$ cat config.mk
export PLATFORM = sky130hd
export DESIGN_NAME = if_id_pipe_reg_tmr
export DESIGN_NICKNAME = d
export VERILOG_FILES = /design/src/rtl/if_id_pipe_reg_tmr.sv
export SDC_FILE = /design/constraint.sdc
export NUM_CORES = 1
export LEC_CHECK = 0
export ABC_AREA = 1
export BUFFER_PORTS_ARGS = -buffer_cell sky130_fd_sc_hd__buf_4
export CELL_PAD_IN_SITES_DETAIL_PLACEMENT = 0
export CELL_PAD_IN_SITES_GLOBAL_PLACEMENT = 1
export CORE_UTILIZATION = 43
export CTS_CLUSTER_SIZE = 30
export DETAILED_ROUTE_END_ITERATION = 12
export MAX_ROUTING_LAYER = met4
export PLACE_DENSITY = 0.9
export SKIP_CTS_REPAIR_TIMING = 1
export SYNTH_ARGS = -nofsm -noshare
export SYNTH_HDL_FRONTEND = slang
export SYNTH_SLANG_ARGS = --single-unit
$ cat constraint.sdc
create_clock -name clk -period 3.9 [get_ports clk]
set_clock_uncertainty 0.2 [all_clocks]
set_input_delay 0 -clock clk [delete_from_list [all_inputs] [get_ports clk]]
set_output_delay 0 -clock clk [all_outputs]
set_load 0.05 [all_outputs]
$ cat src/rtl/if_id_pipe_reg_tmr.sv
// if_id_pipe_reg_tmr: triple-redundant IF/ID pipeline register with voted outputs, scrub-on-stall and an upset counter
module if_id_pipe_reg_tmr #(
  parameter int          PC_W      = 32,
  parameter logic [31:0] NOP_INSTR = 32'h0000_0000,
  parameter int          CNT_W     = 8
) (
  input  logic             clk,
  input  logic             rst,
  input  logic             flush,
  input  logic             stall,
  input  logic             valid_in,
  input  logic [PC_W-1:0]  pc_plus4_in,
  input  logic [31:0]      instr_in,
  input  logic             inj_en,
  input  logic [1:0]       inj_sel,
  input  logic [31:0]      inj_mask,
  output logic             valid_out,
  output logic [PC_W-1:0]  pc_plus4_out,
  output logic [31:0]      instr_out,
  output logic             err_now,
  output logic [CNT_W-1:0] err_count
);
  localparam int W = PC_W + 33;
  logic [W-1:0] c0, c1, c2, v, n, m, m0, m1, m2;
  logic inj;
  // Vote, pick the shared next value (stall rewrites the vote, which scrubs), and build the per-copy upset masks
  always_comb begin
    v = (c0 & c1) | (c1 & c2) | (c0 & c2);
    n = (rst || flush) ? {1'b0, {PC_W{1'b0}}, NOP_INSTR} : stall ? v : {valid_in, pc_plus4_in, instr_in};
    inj = inj_en && !rst;
    m = {{(PC_W + 1){1'b0}}, inj_mask};
    m0 = (inj && inj_sel == 2'd0) ? m : '0;
    m1 = (inj && inj_sel == 2'd1) ? m : '0;
    m2 = (inj && inj_sel == 2'd2) ? m : '0;
    {valid_out, pc_plus4_out, instr_out} = v;
    err_now = (c0 != c1) || (c1 != c2) || (c0 != c2);
  end
  // All copies load the same next value; the upset counter saturates at all-ones
  always_ff @(posedge clk) begin
    c0 <= n ^ m0;
    c1 <= n ^ m1;
    c2 <= n ^ m2;
    err_count <= rst ? '0 : (err_now && !(&err_count)) ? err_count + CNT_W'(1) : err_count;
  end
endmodule

==> summary.txt <==
Placed design
  • Port bufs: 177
  • Pre-CTS setup slack: 1870 ps
  • DP Area: 8740 um^2
  • Routability congestion estimate from global placement: 0.807
  • DP HPWL: 12400 um

Power and ir drop
  • PD cells: 362 nW/um^2
  • Max IR drop VDD: 0.000297 V
  • LEAKAGE: 5.36 nW

Worst hold path
  • Worst Hold Depth: 5
  • Worst hold path class: input port to flop
  • Min-Delay Endpoint: c2[3]
  • HP Start: instr_in[3]

Yosys
  • Main flop type after synthesis: dfxtp_1
  • Post-synth EDFFs: 0
  • Seq cells post-synth: 137
  • Largest area contributor in the netlist: dfxtp_1
  • Async set-reset flop share out of synthesis: 0%
  • Share of the synthesized area in the top cell type: 36.7%
  • Avg Cell Area, Syn: 8.26 um^2
  • Post-synthesis sequential area ratio: 36.7%
  • Post-synth net total: 1106
  • Post-Syn Area: 7480 um^2
  • Most frequent cell after synthesis: nor2_1
  • Unique masters post-synth: 21
  • Area contributors post-synth: dfxtp_1 37%, ha_1 16%, xnor2_1 11%, nor2_1 11%, nand2_1 5.5%
  • Synth cell count leaders: 215 x nor2_1, 137 x dfxtp_1, 109 x nand2_1
  • Post-Syn Instances: 905
  • Yosys warnings: 0

Die
  • Std-Cell Rows: 47
  • Die area: 17900 um^2
  • Initial Utilization: 44.6%
  • Core ar.: 16800 um^2
  • Die Width: 134 um
  • Top-Level Pins: 178
  • DIE HEIGHT: 134 um

STA
  • Setup violators final: 0
  • Slew headroom: 36.0%
  • Max Slew Vio Count: 0
  • Period minus WS final: 2600 ps
  • RSZ-0062 raised after global routing: no
  • Min Hold Slack: -105 ps
  • Post-route setup slack: 1300 ps
  • Measured slew at the worst slew-check pin: 960 ps
  • F_max: 385 MHz
  • Final Cycle Share: 66.6%
  • Fin. Hold Viols: 8
  • Post-Route Setup TNS: 0 ps

Status
  • Outcome: finished, violations left
  • Violated checks: hold timing

Critical path
  • Slowest-stage cell, CP: or2_2
  • Crit-path leading delay family: buffers and inverters
  • CP max FO: 35
  • Register-to-Register Path Depth: 5
  • CP Cell Sequence: dlygate4sd3_1, buf_4, or2_2, buf_4, nor2_2, o21ai_2, xnor2_1, dlygate4sd3_1
  • WP data required: 4050 ps
  • Worst path arrival time: 2750 ps
  • R2r endpoint: c2[6]
  • R2r startpoint: c1[6]
  • CP peak stage delay: 740 ps
  • Setup CP Type: input port to flop
  • Worst setup SP type: input port
  • R2r setup slk: 1680 ps
  • Worst Path Buf+Inv: 4
  • Setup crit end kind: flop

Drt
  • Iter 0 DRT Violations: 218
  • Drt drc: 0
  • Routed wire per std cell: 13.2 um
  • Final antenna-violating net count: 0
  • Total wire length: 18500 um
  • Pre-Repair DR Iteration Count: 4
  • Vias/cell: 4.64
  • Vias: 6504

Global routing
  • Largest net degree at the start of global routing: 66
  • Vias in the first global route: 5848
  • Antenna violations before repair: 1
  • Global route overflow: 0
  • GRT Total Usage: 20.2%
  • First-pass GRT wire length: 27500 um

Clocking
  • TritonCTS clock tree: yes
  • Reg clk slew, reported paths: 60 ps
  • Clock tree root buffer cell: clkbuf_16
  • H-tree levels: 4
  • Bufs on Longest Clock Path: 2
  • Clock sink count: 137
  • CTS Buf Count: 17
  • Clock Latency Late Sink: 420 ps

Finish
  • Fraction of layout cells with a size suffix above 1: 22.8%
  • Final layout net count: 1370
  • Final instance area: 10600 um^2
  • Layout fillers: 1427
  • Area Overhead vs Synth: 41.4%

Flow run
  • Max-Cap Viols: 0
per-stage QoR:
stage / util, % / hold WS [ps] / power, mW / std cells
after floorplan: - / -56.8 / 1.94 / 905
final: 63.1 / -105 / 3.83 / 1403
after global routing: 63.1 / 5.02 / 4.00 / 1403
after global placement: 52.2 / 53.1 / 2.13 / 1247
after CTS: 55.8 / -386 / 3.76 / 1279
after detailed placement: 52.2 / 59.7 / 2.14 / 1247
cell usage in the layout (no fill, tap or decap):
| master | synthesis | layout |
|---|---|---|
| a21oi_1 | 41 | 41 |
| and3_1 | 1 | 1 |
| buf_4 | 33 | 185 |
| bufinv_16 | 0 | 3 |
| clkbuf_16 | 0 | 17 |
| clkinv_2 | 0 | 5 |
| clkinv_4 | 0 | 3 |
| clkinvlp_4 | 0 | 2 |
| dfxtp_1 | 137 | 137 |
| diode_2 | 0 | 1 |
| dlygate4sd3_1 | 0 | 123 |
| ha_1 | 97 | 97 |
| inv_1 | 43 | 43 |
| inv_2 | 1 | 1 |
| inv_6 | 0 | 2 |
| nand2_1 | 109 | 109 |
| nand3_1 | 11 | 11 |
| nand3_4 | 1 | 1 |
| nor2_1 | 215 | 215 |
| nor2_2 | 23 | 23 |
| nor3_1 | 1 | 1 |
| o21ai_1 | 7 | 7 |
| o21ai_2 | 26 | 26 |
| or2_2 | 0 | 1 |
| or3_1 | 32 | 32 |
| xnor2_1 | 96 | 96 |
worst reg2reg max path: cells and delay by family (launching register included):
kind                       cells  cell delay, ps
buffers and inverters          1             570
and+or+nand+nor                1             420
AOI/OAI and AO/OA              1             320
DFF                            1             310
adders and majority gates      1             180
xor gates and xnor gates       1             160
cells by family after synthesis:
group,synth area share (%)
AND/OR/NAND/NOR,22.1
flip-flops,36.7
buffers and inverters,7.53
adder cells (fa/ha/maj),16.2
XOR/XNOR,11.2
AO/OA/AOI/OAI,6.26
sequential cells by signal, summed over array words and instances, names as in the netlist:
name / cells
c0: 33
c1: 32
c2: 64
err_count: 8
layer usage:
layer	GRT usage [%]	wire length, um	vias up
met5	-	0	-
met4	7.20	263	0
met3	4.95	1010	22
met2	32.6	8870	150
met1	24.5	8400	2944
li1	-	-	3388
worst max-delay path by stage:
stage	startpoint	end	slack, ps	cells after the start
final	rst	c0[16]	1300	8
after floorplan	err_count[0]	err_count[7]	1910	8
after global routing	rst	c0[27]	1200	8
after detailed placement	c0[5]	err_count[5]	1870	9
after global placement	c0[5]	err_count[6]	1900	9
after CTS	c0[5]	err_now	1520	8
power by group:
part / switching (mW) / internal, mW
Combinational: 0.373 / 0.325
Sequential: 0.0418 / 1.47
Clock: 0.613 / 1.00
Total: 1.03 / 2.80
final cells by class:
class	instances	area (um^2)	area share, %
Inverter	44	165	1.56
Clock inverter	15	174	1.64
Sequential cell	137	2740	25.9
Antenna cell	1	2.50	0.0237
Multi-Input combinational cell	661	4170	39.4
Timing Repair Buffer	308	2620	24.8
Tap cell	220	275	2.60
Clock buffer	17	425	4.02
(Power assumes the default switching activity.)
